$ cat src/rtl/axi_node_pkg.sv
// ---------------------------------------------------------------------------
// axi_node_pkg
// Shared types and constants for the AXI node master-port logic.
//   b_ord_state_e   : state of the write-response ordering FSM
//   B_SEL_NONE      : B-crossbar select that picks the default branch
//                     (no slave selected, all BREADY low)
//   SLV_NUM_DEFAULT : default number of slaves behind the node
// ---------------------------------------------------------------------------
package axi_node_pkg;

    typedef enum logic [1:0] {
        IDLE   = 2'd0,
        ACTIVE = 2'd1,
        BUBBLE = 2'd2
    } b_ord_state_e;

    localparam logic [2:0] B_SEL_NONE      = 3'b111;
    localparam int         SLV_NUM_DEFAULT = 5;

endpackage

$ cat src/rtl/b_order_fifo.sv
// ---------------------------------------------------------------------------
// b_order_fifo
// Small synchronous FIFO holding the slave index of each outstanding write.
// Parameters: DEPTH (power of two, >= 2), WIDTH (entry width).
// Ports:
//   clk, reset_n       clock, asynchronous active-low reset
//   push, push_data    write one entry (caller guarantees not full)
//   pop                drop the head entry (caller guarantees not empty)
//   head               current head entry
//   head_next          head entry as it will be after this cycle's push/pop
//   count, count_next  occupancy now and after this cycle's push/pop
// Full/empty are taken from the occupancy counter; pointers simply wrap.
// ---------------------------------------------------------------------------
module b_order_fifo #(
    parameter int DEPTH = 8,
    parameter int WIDTH = 3
) (
    input  logic                       clk,
    input  logic                       reset_n,
    input  logic                       push,
    input  logic [WIDTH-1:0]           push_data,
    input  logic                       pop,
    output logic [WIDTH-1:0]           head,
    output logic [WIDTH-1:0]           head_next,
    output logic [$clog2(DEPTH):0]     count,
    output logic [$clog2(DEPTH):0]     count_next
);

    localparam int AW = $clog2(DEPTH);
    localparam int CW = AW + 1;

    logic [WIDTH-1:0] mem [DEPTH];
    logic [AW-1:0]    wr_ptr_reg;
    logic [AW-1:0]    rd_ptr_reg;
    logic [AW-1:0]    rd_ptr_next;
    logic [CW-1:0]    count_reg;
    logic [CW-1:0]    cnt_after_pop;

    always_comb begin
        rd_ptr_next   = pop ? rd_ptr_reg + AW'(1) : rd_ptr_reg;
        cnt_after_pop = count_reg - CW'(pop);
        count_next    = count_reg + CW'(push) - CW'(pop);
        // When the FIFO drains to nothing this cycle, the new head is the
        // entry being written right now, which is not in the array yet.
        head_next     = (cnt_after_pop == '0) ? push_data : mem[rd_ptr_next];
    end

    assign head  = mem[rd_ptr_reg];
    assign count = count_reg;

    always_ff @(posedge clk) begin
        if (push) begin
            mem[wr_ptr_reg] <= push_data;
        end
    end

    always_ff @(posedge clk or negedge reset_n) begin
        if (!reset_n) begin
            wr_ptr_reg <= '0;
            rd_ptr_reg <= '0;
            count_reg  <= '0;
        end else begin
            if (push) begin
                wr_ptr_reg <= wr_ptr_reg + AW'(1);
            end
            rd_ptr_reg <= rd_ptr_next;
            count_reg  <= count_next;
        end
    end

endmodule

$ cat src/rtl/b_order_ctrl.sv
// ---------------------------------------------------------------------------
// b_order_ctrl
// Write-response ordering controller for the AXI node master port. Every
// accepted AW records its target slave in an in-order FIFO; the B crossbar
// is steered to the oldest outstanding slave so responses return in AW
// order. AW issue is throttled when DEPTH writes are outstanding.
// Ports:
//   clk, reset_n          clock, asynchronous active-low reset
//   aw_valid, aw_ready    master-side AW handshake
//   aw_slv_sel            decoded slave index of the current AW
//   b_valid, b_ready      B handshake at the crossbar master output
//   B_SLV_sel, B_hold     slave select / hold into the B crossbar
//   aw_stall              FIFO full, AW decoder must drop AWREADY
//   outstanding           FIFO occupancy
//   sel_err               one-cycle pulse: AW accepted with invalid index
//   b_timeout             sticky watchdog flag
// Optional feature: define B_ORDER_TIMEOUT_EN to build the response
// watchdog; otherwise b_timeout is tied low.
// ---------------------------------------------------------------------------
module b_order_ctrl
    import axi_node_pkg::*;
#(
    parameter int DEPTH       = 8,
    parameter int SLV_NUM     = SLV_NUM_DEFAULT,
    parameter int SEL_W       = 3,
    parameter int TIMEOUT_CYC = 1024
) (
    input  logic                   clk,
    input  logic                   reset_n,
    input  logic                   aw_valid,
    input  logic                   aw_ready,
    input  logic [SEL_W-1:0]       aw_slv_sel,
    input  logic                   b_valid,
    input  logic                   b_ready,
    output logic [SEL_W-1:0]       B_SLV_sel,
    output logic                   B_hold,
    output logic                   aw_stall,
    output logic [$clog2(DEPTH):0] outstanding,
    output logic                   sel_err,
    output logic                   b_timeout
);

    localparam int               CW       = $clog2(DEPTH) + 1;
    localparam logic [SEL_W-1:0] SEL_NONE = SEL_W'(B_SEL_NONE);
    localparam logic [SEL_W:0]   SLV_LIM  = (SEL_W + 1)'(SLV_NUM);

    b_ord_state_e     state_reg;
    logic [SEL_W-1:0] b_slv_sel_reg;
    logic             b_hold_reg;
    logic             aw_stall_reg;
    logic             sel_err_reg;

    logic             aw_hs;
    logic             sel_ok;
    logic             push;
    logic             pop;
    logic [SEL_W-1:0] head;
    logic [SEL_W-1:0] head_next;
    logic [CW-1:0]    count;
    logic [CW-1:0]    count_next;

    assign aw_hs  = aw_valid & aw_ready & ~aw_stall_reg;
    assign sel_ok = {1'b0, aw_slv_sel} < SLV_LIM;
    assign push   = aw_hs & sel_ok;
    // Only ACTIVE presents a live slave to the master; anything seen while
    // holding is a stale echo of the crossbar's registered output.
    assign pop    = b_valid & b_ready & (state_reg == ACTIVE);

    b_order_fifo #(
        .DEPTH (DEPTH),
        .WIDTH (SEL_W)
    ) u_fifo (
        .clk        (clk),
        .reset_n    (reset_n),
        .push       (push),
        .push_data  (aw_slv_sel),
        .pop        (pop),
        .head       (head),
        .head_next  (head_next),
        .count      (count),
        .count_next (count_next)
    );

    always_ff @(posedge clk or negedge reset_n) begin
        if (!reset_n) begin
            state_reg     <= IDLE;
            b_slv_sel_reg <= SEL_NONE;
            b_hold_reg    <= 1'b1;
            aw_stall_reg  <= 1'b0;
            sel_err_reg   <= 1'b0;
        end else begin
            aw_stall_reg <= (count_next == CW'(DEPTH));
            sel_err_reg  <= aw_hs & ~sel_ok;
            case (state_reg)
                ACTIVE: begin
                    if (pop) begin
                        // One hold cycle while the crossbar output settles.
                        state_reg     <= BUBBLE;
                        b_hold_reg    <= 1'b1;
                        b_slv_sel_reg <= (count_next != '0) ? head_next : SEL_NONE;
                    end else begin
                        b_hold_reg    <= 1'b0;
                        b_slv_sel_reg <= head;
                    end
                end
                IDLE, BUBBLE: begin
                    if (count_next != '0) begin
                        state_reg     <= ACTIVE;
                        b_hold_reg    <= 1'b0;
                        b_slv_sel_reg <= head_next;
                    end else begin
                        state_reg     <= IDLE;
                        b_hold_reg    <= 1'b1;
                        b_slv_sel_reg <= SEL_NONE;
                    end
                end
                default: begin
                    state_reg     <= IDLE;
                    b_hold_reg    <= 1'b1;
                    b_slv_sel_reg <= SEL_NONE;
                end
            endcase
        end
    end

    assign B_SLV_sel   = b_slv_sel_reg;
    assign B_hold      = b_hold_reg;
    assign aw_stall    = aw_stall_reg;
    assign sel_err     = sel_err_reg;
    assign outstanding = count;

`ifdef B_ORDER_TIMEOUT_EN
    // Counts consecutive ACTIVE cycles without a response; saturates so a
    // very long wait cannot wrap back below the limit.
    logic [15:0] wd_cnt_reg;
    logic        b_timeout_reg;

    always_ff @(posedge clk or negedge reset_n) begin
        if (!reset_n) begin
            wd_cnt_reg    <= '0;
            b_timeout_reg <= 1'b0;
        end else begin
            if ((state_reg == ACTIVE) && !pop) begin
                if (wd_cnt_reg != 16'hFFFF) begin
                    wd_cnt_reg <= wd_cnt_reg + 16'd1;
                end
                if (wd_cnt_reg == 16'(TIMEOUT_CYC - 1)) begin
                    b_timeout_reg <= 1'b1;
                end
            end else begin
                wd_cnt_reg <= '0;
            end
        end
    end

    assign b_timeout = b_timeout_reg;
`else
    assign b_timeout = 1'b0;
`endif

endmodule

$ cat config.mk
export PLATFORM = sky130hd
export DESIGN_NAME = b_order_ctrl
export DESIGN_NICKNAME = d
export VERILOG_FILES = /design/src/rtl/axi_node_pkg.sv /design/src/rtl/b_order_fifo.sv /design/src/rtl/b_order_ctrl.sv
export SDC_FILE = /design/constraint.sdc
export NUM_CORES = 1
export LEC_CHECK = 0
export BUFFER_PORTS_ARGS = -buffer_cell sky130_fd_sc_hd__buf_2
export CAP_MARGIN = 30
export CORE_MARGIN = 5
export CORE_UTILIZATION = 25
export DETAILED_ROUTE_END_ITERATION = 8
export GPL_TIMING_DRIVEN = 1
export PLACE_DENSITY_LB_ADDON = 0.08
export SLEW_MARGIN = 20
export SYNTH_ARGS = -nofsm -noshare
export SYNTH_HDL_FRONTEND = slang
export SYNTH_SLANG_ARGS = --single-unit
$ cat constraint.sdc
create_clock -name clk -period 3.59 [get_ports clk]
set_clock_uncertainty 0.2 [all_clocks]
set_input_delay 0.5385 -clock clk [delete_from_list [all_inputs] [get_ports clk]]
set_output_delay 0.5385 -clock clk [all_outputs]
set_load 0.005 [all_outputs]
## Word-level counts from Yosys, hierarchy flattened

Memory sizes are Yosys's and may differ from the RTL's.
Index checks and enable logic that the tools add are counted.

- Flip-flop bits (word level): 18
- Bits in writable memories: 24
- Input bits: 9
- Output and inout port bits: 11
- Word-level logic and storage cells: 44
- Memories kept: 1

- $add $sub $neg: 5
- $lt $le $gt $ge: 1
- Eq/ne operators: 4
- Multiplexer cells: 13
- Bitwise logic cells: 8
- Reductions and logical operators: 4

Memories:

| memory | words | width | read ports | clocked after Yosys merged registers in | wr ports | RTL line | text |
|---|---|---|---|---|---|---|---|
| u_fifo.mem | 8 | 3 | 2 | 0 | 1 | b_order_fifo.sv:32 | `logic [WIDTH-1:0] mem [DEPTH];` |

Operators with widths:

| kind | count |
|---|---|
| $mux 3 | 4 |
| $sub 4x1->4 | 2 |
| $add 3x1->3 const B | 2 |
| $and 1x1->1 | 6 |
| $pmux 3 s2 | 1 |
| $mux 1 | 5 |
| $add 4x1->4 | 1 |
| $eq 4x4->1 const B | 1 |
| $logic_not 4->1 | 1 |
| $pmux 2 s2 | 1 |
| $reduce_bool 4->1 | 1 |
| $lt 3x3->1 const B | 1 |
| $eq 2x1->1 const B | 1 |
| $eq 2x2->1 const B | 1 |
| $logic_not 2->1 | 1 |
| $mux 2 | 1 |
| $ne 2x1->1 const B | 1 |
| $not 1->1 | 2 |
| $pmux 1 s2 | 1 |
| $reduce_or 2->1 | 1 |

## Longest topological paths before layout

- Depth in word-level cells: 9
- Depth in mapped cells: 13
- Depth with buffers taken out: 12

## Hierarchy

From an unflattened synthesis, not the netlist that was laid out.

- Cell total of the unflattened synthesis: 167
- Area total of the unflattened synthesis: 2283.4 um2

Modules (own cells, without submodules):

| module | instances | cells an instance | area an instance (um2) | seq. area each (um2) |
|---|---|---|---|---|
| b_order_fifo | 1 | 135 | 1903.1 | 970.9 |
| b_order_ctrl | 1 | 32 | 380.4 | 205.2 |

## Worst setup path before layout

Ideal clock, no wire load.

- Path kind: input port to flip-flop
- From: in b_valid
- To: reg b_slv_sel_reg[0], in the netlist B_SLV_sel[0]
- Data arrival time: 2.742 ns
- Required time: 3.309 ns
- Slack: 0.566 ns
- Stages: 13
- Path buffers: 1
- Cells stage by stage: nand4b_4 inv_2 buf_4 ha_1 inv_1 ha_1 inv_1 fa_1 inv_1 or3_1 a21oi_2 a21oi_1 o211ai_1

RTL lines:

| element | RTL line | text |
|---|---|---|
| from (decl) | b_order_ctrl.sv:33 | `input logic b_valid,` |
| $and 1x1->1 * (2 in a row) | b_order_ctrl.sv:67 | `assign pop = b_valid & b_ready & (state_reg == ACTIVE);` |
| $sub 4x1->4 * | b_order_fifo.sv:42 | `count_next = count_reg + CW'(push) - CW'(pop);` |
| named net count_next[1] | b_order_ctrl.sv:60 | `logic [CW-1:0] count_next;` |
| $reduce_bool 4->1 * | b_order_ctrl.sv:100, b_order_ctrl.sv:107 |  |
| $mux 3 * | b_order_ctrl.sv:100, b_order_ctrl.sv:107 |  |
| $mux 3 | b_order_ctrl.sv:96 | `if (pop) begin` |
| $pmux 3 s2 * | b_order_ctrl.sv:94 | `case (state_reg)` |
| to (signal assigned) | b_order_ctrl.sv:100 | `b_slv_sel_reg <= (count_next != '0) ? head_next : SEL_NONE;` |
| to (signal assigned) | b_order_ctrl.sv:110 | `b_slv_sel_reg <= head_next;` |
| to (decl) | b_order_ctrl.sv:48 | `logic [SEL_W-1:0] b_slv_sel_reg;` |

Mark *: on every way through the listed nets, which the timed path passes. The rest lies on a longest branch.
A chain may end at the register's enable or synchronous reset.

## Worst setup path in the final report

- From: reg state_reg[0]
- To: reg b_slv_sel_reg[0], in the netlist B_SLV_sel[0]

RTL lines:

| element | RTL line | text |
|---|---|---|
| from (decl) | b_order_ctrl.sv:47 | `b_ord_state_e state_reg;` |
| from (signal assigned) | b_order_ctrl.sv:86 | `state_reg <= IDLE;` |
| from (signal assigned) | b_order_ctrl.sv:98 | `state_reg <= BUBBLE;` |
| from (signal assigned) | b_order_ctrl.sv:108 | `state_reg <= ACTIVE;` |
| $eq 2x1->1 * | b_order_ctrl.sv:67 |  |
| $and 1x1->1 * | b_order_ctrl.sv:67 |  |
| $sub 4x1->4 * | b_order_fifo.sv:42 |  |
| named net count_next[1] | b_order_ctrl.sv:60 |  |
| $reduce_bool 4->1 * | b_order_ctrl.sv:100, b_order_ctrl.sv:107 |  |
| $mux 3 * | b_order_ctrl.sv:100, b_order_ctrl.sv:107 |  |
| $mux 3 | b_order_ctrl.sv:96 |  |
| $pmux 3 s2 * | b_order_ctrl.sv:94 |  |

Marks and branches as above.

==> metrics.txt <==
first-pass GRT wire length=between 9000 and 10000 um; aggregate routed wire length=6020 um; worst setup path class=reg2reg; register area share after synthesis=47.9%; Avg Inst Size Synth=11.2 sq um; post-CTS setup buffers=0; count of input and output buffers=18; cells after synthesis=~220; clock slew at reported path FFs=approximately 0.090 ns; post-layout worst setup margin=0.696 ns; total gr overflow=0; slew at the pin with the worst max-slew slack=0.630 ns; max-slew violations=0; vias in the first global route=between 1500 and 2000; asr flop ratio synth=approximately 43%; flop and latch count out of synthesis=42; fill count=a little over 1000; count of routing violations after the opening detailed-route iteration=90; count of pins on the block boundary=20; internal power contribution=around 0.0013 W; Synth warnings=0; proportion of power drawn by combinational gates=approximately half; layout net count=257; Main synth FF type=edfxtp_1; cell area after technology mapping=2460 sq um; placer congestion estimate=0.707; Critical Path Start Type=flip-flop; Initial Utilization=25.4%; leading cell type in the layout, fill and taps excluded=nand2_1; Setup crit end kind=flip-flop; maximum number of pins on one net before global-route repair=28; Period Utilization, post-route=around 81%; top library cells by usage in the layout, fill and taps aside=26 x nand2_1, 24 x edfxtp_1, 18 x buf_2; buffers from clock root to sink, at most=2; result of the run=complete, no violations; drt pass-1 iters=4; antenna diode count=0; CTS H-tree lvls=2; worst supply voltage drop on vdd=0.301 mV; stage delay of the slowest cell on the critical path=0.49 ns; Setup WS pre-CTS=between 0.3 and 0.4 ns; final number of hold-violating endpoints=0; P_sw=between 0.0008 and 0.0009 W; synth unique cells=54; highest fanout seen on the critical path=5; net count of the mapped netlist=roughly 240; worst-path cell with the longest stage delay=fa_1; Clk network pwr share=between 10% and 20%; CP Cell Sequence=nand4b_4 -> inv_2 -> ha_1 -> inv_1 -> ha_1 -> inv_1 -> fa_1 -> inv_1 -> or3_1 -> a21oi_2 -> a21oi_1 -> o211ai_1; leakage dissipation=1.09 nW; clock tree from TritonCTS=built; mean number of vias per cell=around 4.6; vertical extent of the die=between 100 and 150 um; required time at the worst-slack endpoint=roughly 3.6 ns; total number of vias=~1700; upper clock frequency limit=about 0.35 GHz; number of nets still failing antenna checks after routing=0; Hold/Removal Path Class=reg2reg; sum of negative setup slack=0 ns; number of buffers created by CTS=5; number of setup violations in the final report=0; relative slew slack=between 50% and 60%; fraction of final layout cells with drive strength greater than 1=20.4%; Rows=36; max capacitance violation total=0; ratio of total power to cell area=~760 nW/um^2; root cell of the clock tree=clkbuf_8; initial antenna violation count=0; switching share of power=about two fifths; Total Die Area=11900 sq um; area growth from synthesis to layout=13.3%; Data arrival, critical path=between 2 and 3 ns; width of the die=between 100 and 150 um; average wire length per cell after detail routing=16.1 um; number of clock sinks seen by CTS=42; post-DP HPWL=approximately 4600 um; DRC violation count after routing=0; dominant cell type by count on the critical path=inv_1; insertion delay to the later sink of the worst-skew pair=0.30 ns; flip-flop count of the largest register, all copies and words added=24; number of flops mapped to enable cells by yosys=24; setup repair after global routing missed its margin=no; post-layout minimum cycle time=2.89 ns; Core Region=slightly below 10000 sq um; final standard cell count with taps included and fillers excluded=approximately 370; sequential group share of total power=about a third; overall routing resource usage=11.2%; total placed cells including tap cells=~360
==> final cells by class <==
cell class,count,area [sq um],area share [%]
sequential,42,1180,42.2
tap,133,166,5.98
multi-input combinational,149,1150,41.3
clock inverter,2,12.5,0.449
timing repair buffer,25,145,5.21
inverter,16,60.1,2.16
clock buffer,6,72.6,2.61
==> cell usage after synthesis (5+ instances only) <==
master,n,area share [%]
mux2i_1,5,2.0
nor3_1,5,1.0
dfrtp_1,14,14
mux4_2,9,8.3
nor2b_1,6,1.5
nor2_1,11,1.7
nand2_1,26,4.0
inv_1,15,2.3
a21oi_1,7,1.4
nand3_1,9,1.8
edfxtp_1,24,29
ha_1,8,4.1
nand2b_1,5,1.3
==> cell families after synthesis <==
family / Yosys count / synth area share [%]
xor+xnor: 5 / 1.78
fa+ha+maj: 9 / 4.89
compound gates: 38 / 11.5
flops: 42 / 47.9
buf+inv: 28 / 5.25
simple gates: 80 / 17.3
mux: 16 / 11.2
other cells: 1 / 0.153
==> stage by stage <==
| stage | util [%] | hold slack, ns | total power (W) | area, sq um |
|---|---|---|---|---|
| after global routing | 28.7 | 0.306 | 0.00232 | 2780 |
| after floorplan | - | 0.0429 | 0.00156 | 2460 |
| final | 28.7 | 0.288 | 0.00212 | 2780 |
| after CTS | 28.7 | 0.286 | 0.00217 | 2780 |
| after global placement | 27.8 | 0.303 | 0.00187 | 2690 |
| after detailed placement | 27.8 | 0.271 | 0.00185 | 2690 |
==> what timing repair did <==
action | 4_1_cts | 5_1_grt
hold buffers | 1 | 0
gates resized for setup | 0 | 0
endpoints found under the hold margin | 14 | 0
==> worst paths after layout <==
kind                         startpoint  slack, ns  depth (start not counted)              endpoint
max                        state_reg[0]       0.70                         12          B_SLV_sel[0]
min                            aw_stall       0.29                          1               sel_err
max reg2reg                state_reg[0]       0.70                         12          B_SLV_sel[0]
min reg2reg                    aw_stall       0.29                          1               sel_err
max in group asynchronous       reset_n       2.35                          2          B_SLV_sel[1]
min in group asynchronous       reset_n       0.50                          2  u_fifo.wr_ptr_reg[2]
==> worst max-delay path, delay by kind of cell, from the launching register on <==
family / cells / cell delay (ns)
buffers and inverters: 4 / 0.23
DFF: 1 / 0.46
adders and majority gates: 3 / 0.96
and+or+nand+nor: 2 / 0.54
AOI/OAI and AO/OA: 3 / 0.43
==> per-layer routing <==
layer | wire length, um | part of all wire, % | up-vias | track usage, %
li1 | - | - | 844 | -
met1 | 3020 | 50 | 851 | 15.7
met2 | 2770 | 46 | 25 | 17.7
met3 | 184 | 3.1 | 4 | 2.37
met4 | 47 | 0.78 | 0 | 2.98
met5 | 0 | 0 | - | 0
==> power groups by stage <==
stage | combinational (W) | clock [W] | sequential, W
final | 0.00109 | 0.000308 | 0.000726
after global routing | 0.00123 | 0.000341 | 0.000746
after CTS | 0.00112 | 0.000327 | 0.000730
after detailed placement | 0.00111 | 0 | 0.000741
after global placement | 0.00112 | 0 | 0.000742
after floorplan | 0.000849 | 0 | 0.000710
No activity file was read; power rests on OpenSTA's default activity.
